## config.mk

```make
export PLATFORM = sky130hd
export DESIGN_NAME = seq_det_param
export DESIGN_NICKNAME = d
export VERILOG_FILES = /design/src/rtl/seq_det_param.sv
export SDC_FILE = /design/constraint.sdc
export NUM_CORES = 1
export LEC_CHECK = 0
export ABC_AREA = 1
export BUFFER_PORTS_ARGS = -buffer_cell sky130_fd_sc_hd__buf_2
export CAP_MARGIN = 20
export CORE_AREA = 2 2 55 57
export CTS_CLUSTER_DIAMETER = 30
export DETAILED_ROUTE_END_ITERATION = 8
export DIE_AREA = 0 0 57 59
export PLACE_DENSITY = 0.67
export SYNTH_ARGS = -nofsm -noshare
export SYNTH_HDL_FRONTEND = slang
export SYNTH_SLANG_ARGS = --single-unit
```

## constraint.sdc

```tcl
create_clock -name clk -period 2.7 [get_ports clk]
set_clock_uncertainty 0.15 [all_clocks]
set_input_delay 0.135 -clock clk [delete_from_list [all_inputs] [get_ports clk]]
set_output_delay 0.135 -clock clk [all_outputs]
set_load 0.02 [all_outputs]
```

## src/rtl/seq_det_param.sv

```systemverilog
// seq_det_param: parametrised serial pattern detector.
//
// Shifts qualified serial bits into a PAT_LEN-bit history (newest bit at LSB) and raises a
// registered one-cycle pulse on the cycle after the sample that completes the pattern. It also
// keeps a saturating count of matches. The pattern can be reloaded at run time. OVERLAP selects
// whether a match may reuse bits of the previous match.
//
// Optional feature macro: SEQ_DET_MASK_EN. When it is defined, the design adds the patMaskIn
// port and a mask register that loads together with the pattern. A 0 mask bit makes that bit
// position don't-care.
//
// Parameters:
//   PAT_LEN  pattern length in bits (2..32)
//   PATTERN  pattern active after reset; MSB is compared against the oldest bit
//   OVERLAP  1: overlapping matches allowed; 0: history restarts after each match
//   CNT_W    width of the match counter
//
// Ports:
//   clk       clock, all logic on posedge
//   rst       synchronous active-high reset
//   seqValid  seqIn is sampled on cycles where this is high
//   seqIn     serial data bit
//   patLoad   load patIn (and patMaskIn) as the new pattern; clears the history
//   patIn     new pattern value
//   patMaskIn new compare mask (SEQ_DET_MASK_EN only)
//   cntClr    synchronous clear of detCnt; wins over a coincident match
//   detOut    registered one-cycle detect pulse
//   detCnt    saturating match count
//   armed     history holds PAT_LEN valid bits
module seq_det_param #(
  parameter int unsigned        PAT_LEN = 4,
  parameter logic [PAT_LEN-1:0] PATTERN = 4'b1001,
  parameter bit                 OVERLAP = 1'b1,
  parameter int unsigned        CNT_W   = 8
) (
  input  logic               clk,
  input  logic               rst,
  input  logic               seqValid,
  input  logic               seqIn,
  input  logic               patLoad,
  input  logic [PAT_LEN-1:0] patIn,
`ifdef SEQ_DET_MASK_EN
  input  logic [PAT_LEN-1:0] patMaskIn,
`endif
  input  logic               cntClr,
  output logic               detOut,
  output logic [CNT_W-1:0]   detCnt,
  output logic               armed
);

  // fill counts valid history bits, 0..PAT_LEN inclusive.
  localparam int unsigned       FillW   = $clog2(PAT_LEN + 1);
  localparam logic [FillW-1:0]  FillMax = FillW'(PAT_LEN);
  // A sample can complete the pattern once PAT_LEN-1 bits are already held.
  localparam logic [FillW-1:0]  FillArm = FillW'(PAT_LEN - 1);
  localparam logic [CNT_W-1:0]  CntMax  = {CNT_W{1'b1}};

  logic [PAT_LEN-1:0] pat_q, pat_d;
  logic [PAT_LEN-1:0] hist_q, hist_d;
  logic [PAT_LEN-1:0] mask_q, mask_d;
  logic [FillW-1:0]   fill_q, fill_d;
  logic [CNT_W-1:0]   cnt_q, cnt_d;
  logic               det_q, det_d;
  logic               armed_q, armed_d;

  logic [PAT_LEN-1:0] nxt;
  logic               pat_eq;
  logic               hit;

  // Without the mask feature the mask register is a constant all-ones, so the compare below is
  // an exact compare and the behaviour matches the masked build with an all-ones mask.
`ifdef SEQ_DET_MASK_EN
  assign mask_d = patLoad ? patMaskIn : mask_q;
`else
  assign mask_d = {PAT_LEN{1'b1}};
`endif

  always_comb begin
    nxt     = {hist_q[PAT_LEN-2:0], seqIn};
    pat_eq  = ((nxt ^ pat_q) & mask_q) == '0;
    // patLoad takes priority over a sample in the same cycle, so that sample can never match.
    hit     = seqValid && !patLoad && (fill_q >= FillArm) && pat_eq;

    pat_d   = pat_q;
    hist_d  = hist_q;
    fill_d  = fill_q;

    if (patLoad) begin
      pat_d  = patIn;
      hist_d = '0;
      fill_d = '0;
    end else if (seqValid) begin
      hist_d = nxt;
      if (hit && !OVERLAP) begin
        // Non-overlapping: the next match must be built from PAT_LEN fresh bits.
        fill_d = '0;
      end else if (fill_q != FillMax) begin
        fill_d = fill_q + FillW'(1);
      end
    end

    cnt_d = cnt_q;
    if (cntClr) begin
      cnt_d = '0;
    end else if (hit && (cnt_q != CntMax)) begin
      cnt_d = cnt_q + CNT_W'(1);
    end

    det_d   = hit;
    armed_d = (fill_d == FillMax);
  end

  always_ff @(posedge clk) begin
    if (rst) begin
      pat_q   <= PATTERN;
      hist_q  <= '0;
      mask_q  <= {PAT_LEN{1'b1}};
      fill_q  <= '0;
      cnt_q   <= '0;
      det_q   <= 1'b0;
      armed_q <= 1'b0;
    end else begin
      pat_q   <= pat_d;
      hist_q  <= hist_d;
      mask_q  <= mask_d;
      fill_q  <= fill_d;
      cnt_q   <= cnt_d;
      det_q   <= det_d;
      armed_q <= armed_d;
    end
  end

  assign detOut = det_q;
  assign detCnt = cnt_q;
  assign armed  = armed_q;

endmodule
```

==> results of run 1 <==
## Yosys cell counts
cell,n
nand3_1,5
nand4_1,3
o21ai_0,7
nor2_1,17
nor2_4,2
clkbuf_1,1
a21oi_1,13
xor2_1,1
nor3_1,4
nand4_4,1
nand2_1,36
nand2_2,3
dfxtp_1,20
nand3b_1,1
inv_1,20
inv_2,2
ha_1,4
nor3b_1,1
clkinv_2,1
buf_2,1
xor2_2,1
nor4_1,2
nor2_2,3
o21ai_1,3
xnor2_1,2
## cell type report
cell class,instances,area share [%]
multi-input combinational,109,44.78
clock buffer,3,1.741
tap,31,2.998
sequential,20,30.95
timing repair buffer,26,12.77
inverter,23,6.770
## report_power, final
group / switching, uW / internal [uW] / total (uW)
registers: 5.45 / 303 / 309
clock network: 84.6 / 51.9 / 137
logic: 41.5 / 27.1 / 68.7
total: 132 / 382 / 514
## logic make-up (layout without fill, tap and decap cells)
family	after synthesis	after routing	share of synthesized area, %
flops	20	20	37.21
simple gates	78	78	34.54
buf+inv	25	52	8.952
compound gates	23	23	10.70
fa+ha+maj	4	4	4.651
xor+xnor	4	4	3.954
## final timing paths
path / start / to / slack [ps] / cells after the start
min: seqIn / hist_q[0] / 30 / 3
min reg2reg: pat_q[2] / pat_q[2] / 330 / 2
max: fill_q[1] / detCnt[1] / 1090 / 9
max reg2reg: fill_q[1] / detCnt[1] / 1090 / 9
## sequential cells by signal, summed over array words and instances (netlist names)
signal / count
fill_q: 3
pat_q: 4
detCnt: 8
armed: 1
detOut: 1
hist_q: 3
## worst reg2reg max path: stages (launching register included)
cell and delay [ps]:
dfxtp_1 390, ha_1 170, ha_1 130, nor2_1 40, nand2_1 50, nand2_1 60
inv_1 120, nand4_4 170, o21ai_1 200, nor2_1 50
## metrics by stage
stage | hold WS (ps) | instance area, um2
after floorplan | 74.40 | 1076
after global placement | 197.9 | 1201
after detailed placement | 215.4 | 1201
after CTS | 30.29 | 1294
after global routing | 59.58 | 1294
final | 31.50 | 1294
## metal layers
layer,vias up,routed length [um]
met5,-,0
met2,21,1058
li1,548,-
met3,4,103
met1,451,1027
met4,0,30
==> impl_metrics.csv, run 1 <==
group,metric,value,unit
critical_path,crit_required,2750,ps
route,vias,1024,
logic_synthesis,syn_area,1076,um2
sta,fin_crit,1613,ps
sta,fin_ws,1087,ps
cells_and_area,final_cells,212,
clock_network,cts.sinks,20,
place,dp_slack,1093,ps
route,drc_errors,0,
sta,setup_tns,0,ps
logic_synthesis,synth_top_area_cell,"dfxtp_1",
critical_path,setup.worst_path.start_class,"flip-flop",
clock_network,clk_path_buf_depth,2,
global_routing,grt-ovfl-total,0,
logic_synthesis,synth_top_area_share,37.21,%
route,antenna_left,0,
floorplan,io_pins,20,
sta,worst_pin_slew,258.9,ps
cells_and_area,areaGrowthSynthToFinish,20.23,%
logic_synthesis,synthCells,154,
job,drv_cap,0,
clock_network,cts_tree,"built",
place,hpwlAfterDp,1680,um
floorplan,dieHeight,59,um
clock_network,post_cts.repair.setup_buffers,0,
sta,slew_violations,0,
cells_and_area,nets,197,
sta,relSlewSlack,82.72,%
place,post-place-cells,202,
sta,rsz0062_at_grt,"no",
logic_synthesis,syn_avg_cell_area,6.987,um2
power,vdd.ir_drop.worst,0.2508,mV
critical_path,crit_chain,"ha_1 > ha_1 > nor2_1 > nand2_1 > nand2_1 > inv_1 > nand4_4 > o21ai_1 > nor2_1",
cells_and_area,regArea,400.4,um2
cells_and_area,fillCellCount,294,
critical_path,critical_path_class,"reg2reg",
global_routing,met1_usage,19.02,%
cells_and_area,multi_input_area,579.3,um2
run_status,outcome,"finished, final reports clean",
global_routing,grt_first_pass_wirelength,4064,um
global_routing,grt_use_met3,1.965,%
global_routing,antenna_found_initial,0,
sta,hold_violations,0,
global_routing,grt_usage,15.14,%
floorplan,initial_core_util,39.70,%
min_path,hold_path_class,"in2reg",
power,power.total,513.8,uW
logic_synthesis,synth_seq_area_share,37.21,%
sta,setup_violations,0,
logic_synthesis,ys_ff_latch,20,
global_routing,grt-busiest-layer,"met2",
clock_network,cts_buffers,3,
clock_network,insertion_delay,290,ps
floorplan,die_area,3363,um2
sta,max_freq,619.9,MHz
place,port_buffers,19,
route,vias_per_cell,4.830,
cells_and_area,layout.cells.most_common,"nand2_1",
clock_network,cts_hold_buf,7,
cells_and_area,layout_common_cells,"36 x nand2_1, 20 x inv_1, 20 x dfxtp_1",
clock_network,cts-root-buf,"clkbuf_4",
global_routing,grtUsageMet2,26.44,%
floorplan,rows,19,
logic_synthesis,yosysUniqueCellTypes,25,
critical_path,cp_max_fo,9,
clock_network,clk_pin_slew,110,ps
critical_path,critPathBufInv,1,
global_routing,grt_pass1_vias,986,
route,drt-total-wl,2219,um
route,drt_iter0_drc,26,
route,post_drt_wl_per_cell,10.47,um
floorplan,core_area,2710,um2
critical_path,slowest_delay,390,ps
place,gp_congestion,0.7927,
cells_and_area,fin_util,47.74,%
critical_path,crit_arrival,1660,ps
route,drt_first_pass_iters,4,
logic_synthesis,synth.area.top_cells,"dfxtp_1 37%, nand2_1 13%, inv_1 7.0%",
power,leakagePower,0.0006090,uW
critical_path,cp-end-kind,"flip-flop",
cells_and_area,drive_gt1_share,19.34,%
power,p_per_area,397.2,nW/um2
clock_network,post_cts_resized,0,
critical_path,cp_top_family,"flip-flops",
clock_network,h-tree-depth,1,
critical_path,crit_slowest_cell,"dfxtp_1",
sta,finalCritPeriodShare,59.75,%
logic_synthesis,synth_nets,168,
global_routing,grt_max_degree,12,
floorplan,fp.dieW,57,um
cells_and_area,n_antenna_cell,0,
logic_synthesis,yosys_warnings,0,
Note: power is estimated with default switching activity, not from simulation.
==> inputs of run 2 (changes only) <==
Clock period 2.7 ns to 1.65 ns, I/O delays scaled along.
==> run 2 against run 1 <==
Effect of this change: wire length grew 18%; setup slack lost 1000 ps; die area is the same; global-route usage grew 0.72 points; utilization grew 7.0 points; cell count grew 5.7%; highest routed layer unchanged.
==> impl_metrics.csv, run 2 (synthesis gave the netlist of run 1 again) <==
group,metric,value,unit
global_routing,grt_first_pass_wirelength,4222,um
clock_network,cts-root-buf,"clkbuf_4",
run_status,outcome,"finished, final reports clean",
cells_and_area,drive_gt1_share,27.98,%
global_routing,grt-ovfl-total,0,
critical_path,slowest_delay,550,ps
clock_network,clk_path_buf_depth,2,
route,wl_met2,1313,um
critical_path,cp-end-kind,"flip-flop",
critical_path,crit_required,1710,ps
cells_and_area,fin_util,54.71,%
place,hpwlAfterDp,1717,um
clock_network,cts_tree,"built",
global_routing,grt_max_degree,12,
sta,fin_crit,1571,ps
floorplan,initial_core_util,39.70,%
sta,slew_violations,0,
place,port_buffers,19,
clock_network,clk_pin_slew,120,ps
route,vias_per_cell,4.996,
power,vdd.ir_drop.worst,0.4677,mV
sta,finalCritPeriodShare,95.19,%
sta,fin_ws,79.36,ps
sta,setup_tns,0,ps
critical_path,cp_top_family,"buffers and inverters",
route,drt-total-wl,2611,um
floorplan,dieHeight,59,um
route,post_drt_wl_per_cell,11.66,um
route,m1WireLength,1165,um
power,comb_power_share,15.3,%
route,drc_errors,0,
floorplan,io_pins,20,
power,leakagePower,0.0006818,uW
critical_path,cp_max_fo,11,
critical_path,cpMostUsedCell,"dlygate4sd3_1",
critical_path,crit_chain,"dlygate4sd3_1 > buf_4 > inv_2 > o21ai_0 > a21oi_1 > dlygate4sd3_1",
min_path,hold_path_class,"reg2reg",
cells_and_area,n_antenna_cell,0,
place,dp_slack,41.99,ps
cells_and_area,layout_common_cells,"35 x nand2_1, 19 x inv_1, 18 x buf_2",
cells_and_area,largest_register_ffs,8,
clock_network,h-tree-depth,1,
sta,setup_violations,0,
critical_path,setup.worst_path.start_class,"input pin",
cells_and_area,nets,208,
route,highest_layer,"met4",
floorplan,core_area,2710,um2
critical_path,critPathBufInv,4,
clock_network,cts.sinks,20,
power,swShare,26.06,%
critical_path,crit_slowest_cell,"dlygate4sd3_1",
critical_path,crit_arrival,1630,ps
route,drt_first_pass_iters,4,
place,gp_congestion,0.7891,
global_routing,antenna_found_initial,0,
global_routing,grt_usage,15.86,%
power,internal-power,692.1,uW
critical_path,critical_path_class,"in2reg",
power,power.share.sequential,54.0,%
floorplan,die_area,3363,um2
cells_and_area,areaGrowthSynthToFinish,37.79,%
sta,worst_pin_slew,343.2,ps
power,p_sw,244.0,uW
floorplan,rows,19,
sta,max_freq,636.7,MHz
route,antenna_left,0,
job,drv_cap,0,
sta,hold_violations,0,
cells_and_area,layout.cells.most_common,"nand2_1",
route,wl_met3,81,um
route,vias,1119,
route,drt_iter0_drc,21,
clock_network,insertion_delay,300,ps
floorplan,fp.dieW,57,um
power,clkPwrFrac,30.7,%
clock_network,cts_buffers,3,
power,p_per_area,631.3,nW/um2
power,power.total,936.0,uW
sta,relSlewSlack,77.07,%
global_routing,grt_pass1_vias,1003,
run 2: cell count changes in the layout (fill, tap and decap cells not counted), moves of 2 or more:
cell / previous run / this run
ha_4: 0 / 2
nand3_1: 5 / 3
dfxtp_1: 20 / 17
buf_4: 0 / 5
nand3_2: 0 / 2
ha_1: 4 / 2
dlygate4sd3_1: 7 / 13
a21oi_1: 13 / 11
dfxtp_2: 0 / 2
a21oi_2: 0 / 2
run 2: metrics by stage:
stage / hold WS [ps] / cells / area, um2
floorplan: 21.90 / 154 / 1076
detailed placement: 149.4 / 203 / 1209
global route: 376.6 / 224 / 1483
global placement: 145.9 / 203 / 1209
finish: 344.1 / 224 / 1483
CTS: 352.5 / 220 / 1375
run 2: per-layer routing:
metal,global-route usage (%),vias up
met5,0,-
met4,5.648,0
met3,3.275,6
met2,26.60,23
met1,20.33,518
li1,-,572
run 2: repair_timing:
item	4_1_cts	5_1_grt
hold endpoints to repair	13	0
hold buffers	13	0
resized for setup	0	22
setup buffers	0	3
setup endpoints to repair	0	10
run 2: power by group through the flow:
| stage | Combinational [uW] | Clock, uW | Sequential [uW] |
|---|---|---|---|
| after detailed placement | 101 | 0 | 516 |
| after CTS | 127 | 294 | 505 |
| after global routing | 161 | 320 | 507 |
| after floorplan | 72.0 | 0 | 515 |
| final | 143 | 288 | 505 |
| after global placement | 97.2 | 0 | 515 |
run 2: worst paths after layout:
path | end | startpoint | slack, ps | cells past startpoint
worst max-delay path | pat_q[1] | patLoad | 80 | 6
worst min-delay path | pat_q[0] | pat_q[0] | 340 | 2
worst max register to register | detCnt[7] | fill_q[1] | 90 | 10
worst min register to register | pat_q[0] | pat_q[0] | 340 | 2
run 2: final cells by class:
cell class / instances / area [um2]
Clock buffer: 4 / 36.28
Fill cell: 273 / 1227
Inverter: 23 / 90.09
Multi-Input combinational cell: 110 / 653.1
Sequential cell: 20 / 406.6
Tap cell: 31 / 38.79
Timing Repair Buffer: 36 / 257.7
run 2: worst min-delay path: stages (launching register included):
cell and delay, ps:
dfxtp_1 320, inv_1 60, o21ai_0 70
